`src/rtl/cpu_control_sequencer_if.sv`:
```
// Control bundle between the sequencer and its instruction-set datapath.
// The master drives Start/IRCU, and the sequencer (slave) drives the strobes and status.
interface cpu_control_sequencer_if;
    logic       Start;
    logic [3:0] IRCU;
    logic       Aload;
    logic       Bload;
    logic       ANSload;
    logic       A_select;
    logic       B_select;
    logic [1:0] select_mode;
    logic       Busy;
    logic       Done;
    logic       Halted;

    modport master (
        output Start, IRCU,
        input  Aload, Bload, ANSload, A_select, B_select, select_mode, Busy, Done, Halted
    );

    modport slave (
        input  Start, IRCU,
        output Aload, Bload, ANSload, A_select, B_select, select_mode, Busy, Done, Halted
    );
endinterface

```
`src/rtl/cpu_control_sequencer.sv`:
```
// Fixed-schedule control FSM for the datapath: LOAD, EXEC, STORE, DONE. Done follows Start by LOAD+EXEC+2 cycles.
// All outputs are registered. Start is taken only in IDLE, and a Start that arrives while busy is dropped.
module cpu_control_sequencer #(
    parameter int LOAD_CYCLES = 1,
    parameter int EXEC_CYCLES = 1
) (
    input  logic                         Clk,
    input  logic                         Reset,
    cpu_control_sequencer_if.slave       bus
);

    typedef enum logic [2:0] {
        IDLE  = 3'd0,
        LOAD  = 3'd1,
        EXEC  = 3'd2,
        STORE = 3'd3,
        DONE  = 3'd4,
        HALT  = 3'd5
    } state_t;

    localparam logic [3:0] LOAD_LAST = 4'(LOAD_CYCLES - 1);
    localparam logic [3:0] EXEC_LAST = 4'(EXEC_CYCLES - 1);

    state_t     state;
    logic [3:0] op;
    logic [3:0] cnt;
    logic       aload_r, bload_r, ansload_r, a_sel_r, b_sel_r;
    logic [1:0] mode_r;
    logic       busy_r, done_r, halted_r;

    // Each transition writes the outputs of the state being entered, so the output registers update together with the state.
    always_ff @(posedge Clk) begin
        if (Reset) begin
            state     <= IDLE;
            op        <= 4'h0;
            cnt       <= 4'h0;
            aload_r   <= 1'b0;
            bload_r   <= 1'b0;
            ansload_r <= 1'b0;
            a_sel_r   <= 1'b0;
            b_sel_r   <= 1'b0;
            mode_r    <= 2'b00;
            busy_r    <= 1'b0;
            done_r    <= 1'b0;
            halted_r  <= 1'b0;
        end else begin
            aload_r   <= 1'b0;
            bload_r   <= 1'b0;
            ansload_r <= 1'b0;
            done_r    <= 1'b0;
            case (state)
                IDLE: begin
                    if (bus.Start) begin
                        if (bus.IRCU == 4'hF) begin
                            state    <= HALT;
                            halted_r <= 1'b1;
                        end else begin
                            state   <= LOAD;
                            op      <= bus.IRCU;
                            cnt     <= 4'h0;
                            aload_r <= 1'b1;
                            bload_r <= 1'b1;
                            a_sel_r <= bus.IRCU[2];
                            b_sel_r <= bus.IRCU[3];
                            mode_r  <= bus.IRCU[1:0];
                            busy_r  <= 1'b1;
                        end
                    end
                end
                LOAD: begin
                    a_sel_r <= op[2];
                    b_sel_r <= op[3];
                    mode_r  <= op[1:0];
                    if (cnt == LOAD_LAST) begin
                        state <= EXEC;
                        cnt   <= 4'h0;
                    end else begin
                        cnt     <= (cnt == 4'hF) ? cnt : cnt + 4'd1;
                        aload_r <= 1'b1;
                        bload_r <= 1'b1;
                    end
                end
                EXEC: begin
                    a_sel_r <= op[2];
                    b_sel_r <= op[3];
                    mode_r  <= op[1:0];
                    if (cnt == EXEC_LAST) begin
                        state     <= STORE;
                        ansload_r <= 1'b1;
                    end else begin
                        cnt <= (cnt == 4'hF) ? cnt : cnt + 4'd1;
                    end
                end
                STORE: begin
                    state   <= DONE;
                    done_r  <= 1'b1;
                    a_sel_r <= 1'b0;
                    b_sel_r <= 1'b0;
                    mode_r  <= 2'b00;
                end
                DONE: begin
                    state  <= IDLE;
                    busy_r <= 1'b0;
                end
                HALT: begin
                    state    <= HALT;
                    halted_r <= 1'b1;
                end
                default: begin
                    state    <= IDLE;
                    busy_r   <= 1'b0;
                    halted_r <= 1'b0;
                end
            endcase
        end
    end

    assign bus.Aload       = aload_r;
    assign bus.Bload       = bload_r;
    assign bus.ANSload     = ansload_r;
    assign bus.A_select    = a_sel_r;
    assign bus.B_select    = b_sel_r;
    assign bus.select_mode = mode_r;
    assign bus.Busy        = busy_r;
    assign bus.Done        = done_r;
    assign bus.Halted      = halted_r;

endmodule

```
`src/flat_wrapper.sv`:
```
// flat-port wrapper written by rule: the top's interface ports become plain ports
module cpu_control_sequencer_flat 
#(
    parameter int LOAD_CYCLES = 1,
    parameter int EXEC_CYCLES = 1
)
  (Clk, Reset, bus_Start, bus_IRCU, bus_Aload, bus_Bload, bus_ANSload, bus_A_select, bus_B_select, bus_select_mode, bus_Busy, bus_Done, bus_Halted);
  cpu_control_sequencer_if bus_i ();
  input  logic Clk;
  input  logic Reset;
  input wire logic [$bits(bus_i.Start)-1:0] bus_Start;
  input wire logic [$bits(bus_i.IRCU)-1:0] bus_IRCU;
  output wire logic [$bits(bus_i.Aload)-1:0] bus_Aload;
  output wire logic [$bits(bus_i.Bload)-1:0] bus_Bload;
  output wire logic [$bits(bus_i.ANSload)-1:0] bus_ANSload;
  output wire logic [$bits(bus_i.A_select)-1:0] bus_A_select;
  output wire logic [$bits(bus_i.B_select)-1:0] bus_B_select;
  output wire logic [$bits(bus_i.select_mode)-1:0] bus_select_mode;
  output wire logic [$bits(bus_i.Busy)-1:0] bus_Busy;
  output wire logic [$bits(bus_i.Done)-1:0] bus_Done;
  output wire logic [$bits(bus_i.Halted)-1:0] bus_Halted;
  assign bus_i.Start = bus_Start;
  assign bus_i.IRCU = bus_IRCU;
  assign bus_Aload = bus_i.Aload;
  assign bus_Bload = bus_i.Bload;
  assign bus_ANSload = bus_i.ANSload;
  assign bus_A_select = bus_i.A_select;
  assign bus_B_select = bus_i.B_select;
  assign bus_select_mode = bus_i.select_mode;
  assign bus_Busy = bus_i.Busy;
  assign bus_Done = bus_i.Done;
  assign bus_Halted = bus_i.Halted;
  cpu_control_sequencer #(.LOAD_CYCLES(LOAD_CYCLES), .EXEC_CYCLES(EXEC_CYCLES)) u_core (.Clk(Clk), .Reset(Reset), .bus(bus_i));
endmodule
```
`config.mk`:
```
export PLATFORM = sky130hd
export DESIGN_NAME = cpu_control_sequencer_flat
export DESIGN_NICKNAME = d
export VERILOG_FILES = /design/src/rtl/cpu_control_sequencer_if.sv /design/src/rtl/cpu_control_sequencer.sv /design/src/flat_wrapper.sv
export SDC_FILE = /design/constraint.sdc
export NUM_CORES = 1
export LEC_CHECK = 0
export ABC_AREA = 1
export CAP_MARGIN = 40
export CORE_ASPECT_RATIO = 0.75
export CORE_MARGIN = 1
export CORE_UTILIZATION = 52
export CTS_CLUSTER_SIZE = 40
export DETAILED_ROUTE_END_ITERATION = 7
export GPL_ROUTABILITY_DRIVEN = 0
export PLACE_DENSITY_LB_ADDON = 0.1
export SYNTH_ARGS = -nofsm -noshare
export SYNTH_HDL_FRONTEND = slang
export SYNTH_SLANG_ARGS = --single-unit
```
`constraint.sdc`:
```
create_clock -name Clk -period 1.4 [get_ports Clk]
set_input_delay 0.14 -clock Clk [delete_from_list [all_inputs] [get_ports Clk]]
set_output_delay 0.14 -clock Clk [all_outputs]
set_load 0.005 [all_outputs]
```
==> results of run 1 <==
layer usage:
layer / wire length [um] / share of wire (%)
met1: 1140 / 46
met2: 1180 / 48
met3: 120 / 4.9
met4: 23 / 0.93
met5: 0 / 0
cells in the final DEF (no fill, tap or decap):
cell and instances:
ha_1 1, o21ai_4 1, nor3_4 1, inv_1 11, a21oi_1 6, nand3_2 2
nor2_4 1, nor2_2 3, nand2_1 39, nand2_4 4, o21ai_2 1, nor3_1 1
nand2_2 9, clkbuf_4 3, dfxtp_2 3, o21ai_0 10, buf_4 13, inv_2 6
clkbuf_8 1, inv_4 2, nand4_1 2, clkdlybuf4s50_1 16, a21oi_2 6, ha_2 1
dfxtp_1 17, nor2_1 16, nand3_1 6, o21ai_1 1, nor3b_1 1
sequential cells by signal, indices dropped and copies added (netlist names):
register and cells:
u_core.bus.Done 1, u_core.cnt 4, u_core.bus.select_mode 2, u_core.bus.ANSload 1
u_core.bus.Halted 1, u_core.bus.A_select 1, u_core.bus.Bload 1, u_core.bus.B_select 1
u_core.state 3, u_core.bus.Busy 1, u_core.op 4
worst max-delay path by stage:
stage,start,slack (ns),to
finish,u_core.cnt[0],0.07,u_core.cnt[2]
global route,u_core.cnt[0],-0.008,u_core.state[2]
CTS,u_core.cnt[0],0.003,u_core.cnt[0]
detailed placement,bus_IRCU[3],-0.11,u_core.bus.B_select
global placement,bus_IRCU[2],-0.05,u_core.bus.select_mode[1]
floorplan,u_core.cnt[0],0.15,u_core.cnt[0]
kinds of logic (layout without fill, tap and decap cells):
kind of cell	Yosys count	in the layout	share of synthesized area, %
fa+ha+maj	2	2	2.30
flops	20	20	36.8
buf+inv	21	52	8.05
compound gates	25	25	15.0
simple gates	85	85	37.9
through the flow:
stage	worst slack, ns	power, mW	utilization (%)
after floorplan	0.146	1.15	-
after global placement	-0.0543	1.37	74.1
after detailed placement	-0.113	1.40	74.1
after CTS	0.00254	1.73	76.0
after global routing	-0.00828	1.86	77.3
final	0.0749	1.75	77.3
what timing repair did:
action | in CTS | in global routing
endpoints found under the hold margin | 0 | 0
setup endpoints to repair | 0 | 17
resized for setup | 0 | 10
worst max-delay path: cells and delay by family, from the launching register on:
family | cells | cell delay [ns]
flip-flops | 1 | 0.33
AO/OA/AOI/OAI | 3 | 0.32
AND/OR/NAND/NOR | 3 | 0.22
buffers and inverters | 2 | 0.20
adder cells (fa/ha/maj) | 1 | 0.20
power by group:
| group | switching, mW | internal, mW |
|---|---|---|
| Sequential | 0.0565 | 0.648 |
| Combinational | 0.406 | 0.297 |
| Clock | 0.180 | 0.159 |
| Total | 0.643 | 1.10 |
area by class of cell:
type | instances | area [um2]
well taps | 22 | 27.5
multi-input cells | 112 | 619
fillers | 136 | 417
clock buffers | 4 | 36.3
repair buffers | 29 | 258
flip-flops and latches | 20 | 404
inverters | 19 | 76.3
==> summary.txt, run 1 <==
Placement
  • Post-DP HPWL: between 1.5 and 2 mm
  • IO buf count: 16
  • Placed cell areas: approximately 1400 um2
  • Placed Instances: about 200

Clock tree
  • TritonCTS Buffers: 3
  • Clock Path Buffers: 2
  • Clk_lat worst skew: around 0.30 ns
  • CTS clk-pin slew, worst paths: 0.11 ns
  • CTS Hold Buffers Added: 0
  • Htree depth: 1
  • Number of post-CTS setup repair buffers: 0
  • CTS tree: yes
  • CTS Sinks: 20
  • Root Buffer: clkbuf_4

GRT
  • GRT Total Usage: between 20% and 30%
  • Antenna violations before repair: 0
  • Pin count of the biggest net entering global routing: 12
  • Global-route layer with the greatest usage: met2
  • GR Layer Usage met2: roughly 40%
  • Vias in the first global route: 939
  • First-pass GRT wire length: slightly above 4 mm
  • Grt met3 use: under 10%
  • Grt met1 use: between 30% and 40%
  • GRT overflow: 0

Synthesis
  • Netlist cell types: 22
  • List of most frequent post-synthesis cells: nand2_1 (40), dfxtp_1 (20), nor2_1 (16), inv_1 (12), o21ai_0 (11)
  • Area of the mapped netlist: between 1000 and 1500 um2
  • YS warnings: 0
  • Mapped Avg Cell Area: about 7.1 um2
  • Ys async rst share: 0%
  • Synth top area share: around 37%
  • Seq cells post-synth: 20
  • Synth top area cells: dfxtp_1 (37%), nand2_1 (14%), nor2_1 (5.5%)
  • Number of synthesized flops with an enable pin: 0
  • Post-Syn Instances: 153
  • Top-count cell post-synth: nand2_1
  • Area leader, netlist: dfxtp_1
  • Top_reg_cell synth: dfxtp_1
  • Seq/Total Area, Yosys: ~37%
  • Synthesized net count: about 160

STA
  • TNS Setup: 0 ns
  • Worst Tran Pin Value: between 0.2 and 0.25 ns
  • F_max: 755 MHz
  • Max-slew headroom: between 80 and 90%
  • Setup Viol. Count Final: 0
  • Period utilization: approximately 95%
  • Post-layout min period: around 1.3 ns
  • Final Slew Violations: 0
  • Fin. Hold Viols: 0
  • Clock Skew: 0.00483 ns
  • Min Hold Slack: slightly below 0.5 ns

Floorplanning
  • Initial Util: around three fifths
  • Die Span Y: ~42 um
  • I/O Pins: 17
  • Core Area: about 1800 um2
  • Row count: 13
  • Die Area: between 2000 and 2500 um2
  • Die Wd: about 55 um

Min path
  • Worst Hold Class: reg -> reg
  • Worst Hold Path Cells: 2
  • Hold Startpoint: u_core.bus.Busy
  • Hold EP: u_core.bus.Busy

Setup path
  • Most Frequent Cell on Critical Path: nand2_1
  • Largest stage delay, worst path: between 0.3 and 0.4 ns
  • Capturing point of the worst reg2reg path: u_core.cnt[2]
  • Startpoint Class: flip-flop
  • Slowest CP cell: dfxtp_1
  • Critical path endpoint category: flip-flop
  • R2R setup slack: 0.07 ns
  • Worst EP required: roughly 1.7 ns
  • WS Path Type: reg -> reg
  • Critical path peak fanout: 3
  • Worst r2r path cells: 9
  • Arr. time, crit path: approximately 1.6 ns
  • R2r startpoint: u_core.cnt[0]
  • CP Cell Sequence: buf_4 -> ha_2 -> nand2_1 -> inv_1 -> nand2_1 -> o21ai_0 -> a21oi_1 -> nand2_1 -> a21oi_2

Detailed routing
  • DRT Pass-1 Iters: 4
  • DRT antenna net count: 0
  • DRC viols: 0
  • Via-to-Cell Ratio: roughly 5.1
  • Detailed Route Iter0 Violations: 21
  • Vias: 1044
  • Post-Route WL: around 2.5 mm
  • Wirelength per Cell: between 10 and 15 um

Layout
  • Area growth, synth to finish: 30.7%
  • Final nets: approximately 190
  • ANT cells: 0
  • Layout cell share with drive strength beyond 1: 31.0%
  • Non-filler cells in the finished layout: about 200
  • Fin area: roughly 1400 um2

Power and ir drop
  • Pleak: between 0.6 and 0.7 nW
  • Worst vdd ir: a little over 1 mV
  • P per Cell Area: between 1000 and 1500 nW/um2

Job
  • Max Cap Viol: 0

Status
  • Status: complete, no violations
Power figures use the tool's default switching activity.
==> run 2, diff against run 1 <==
- SLEW_MARGIN: default -> 20
==> results of run 2 <==
No change in the layout: final DEF, timing and power equal those of run 1.
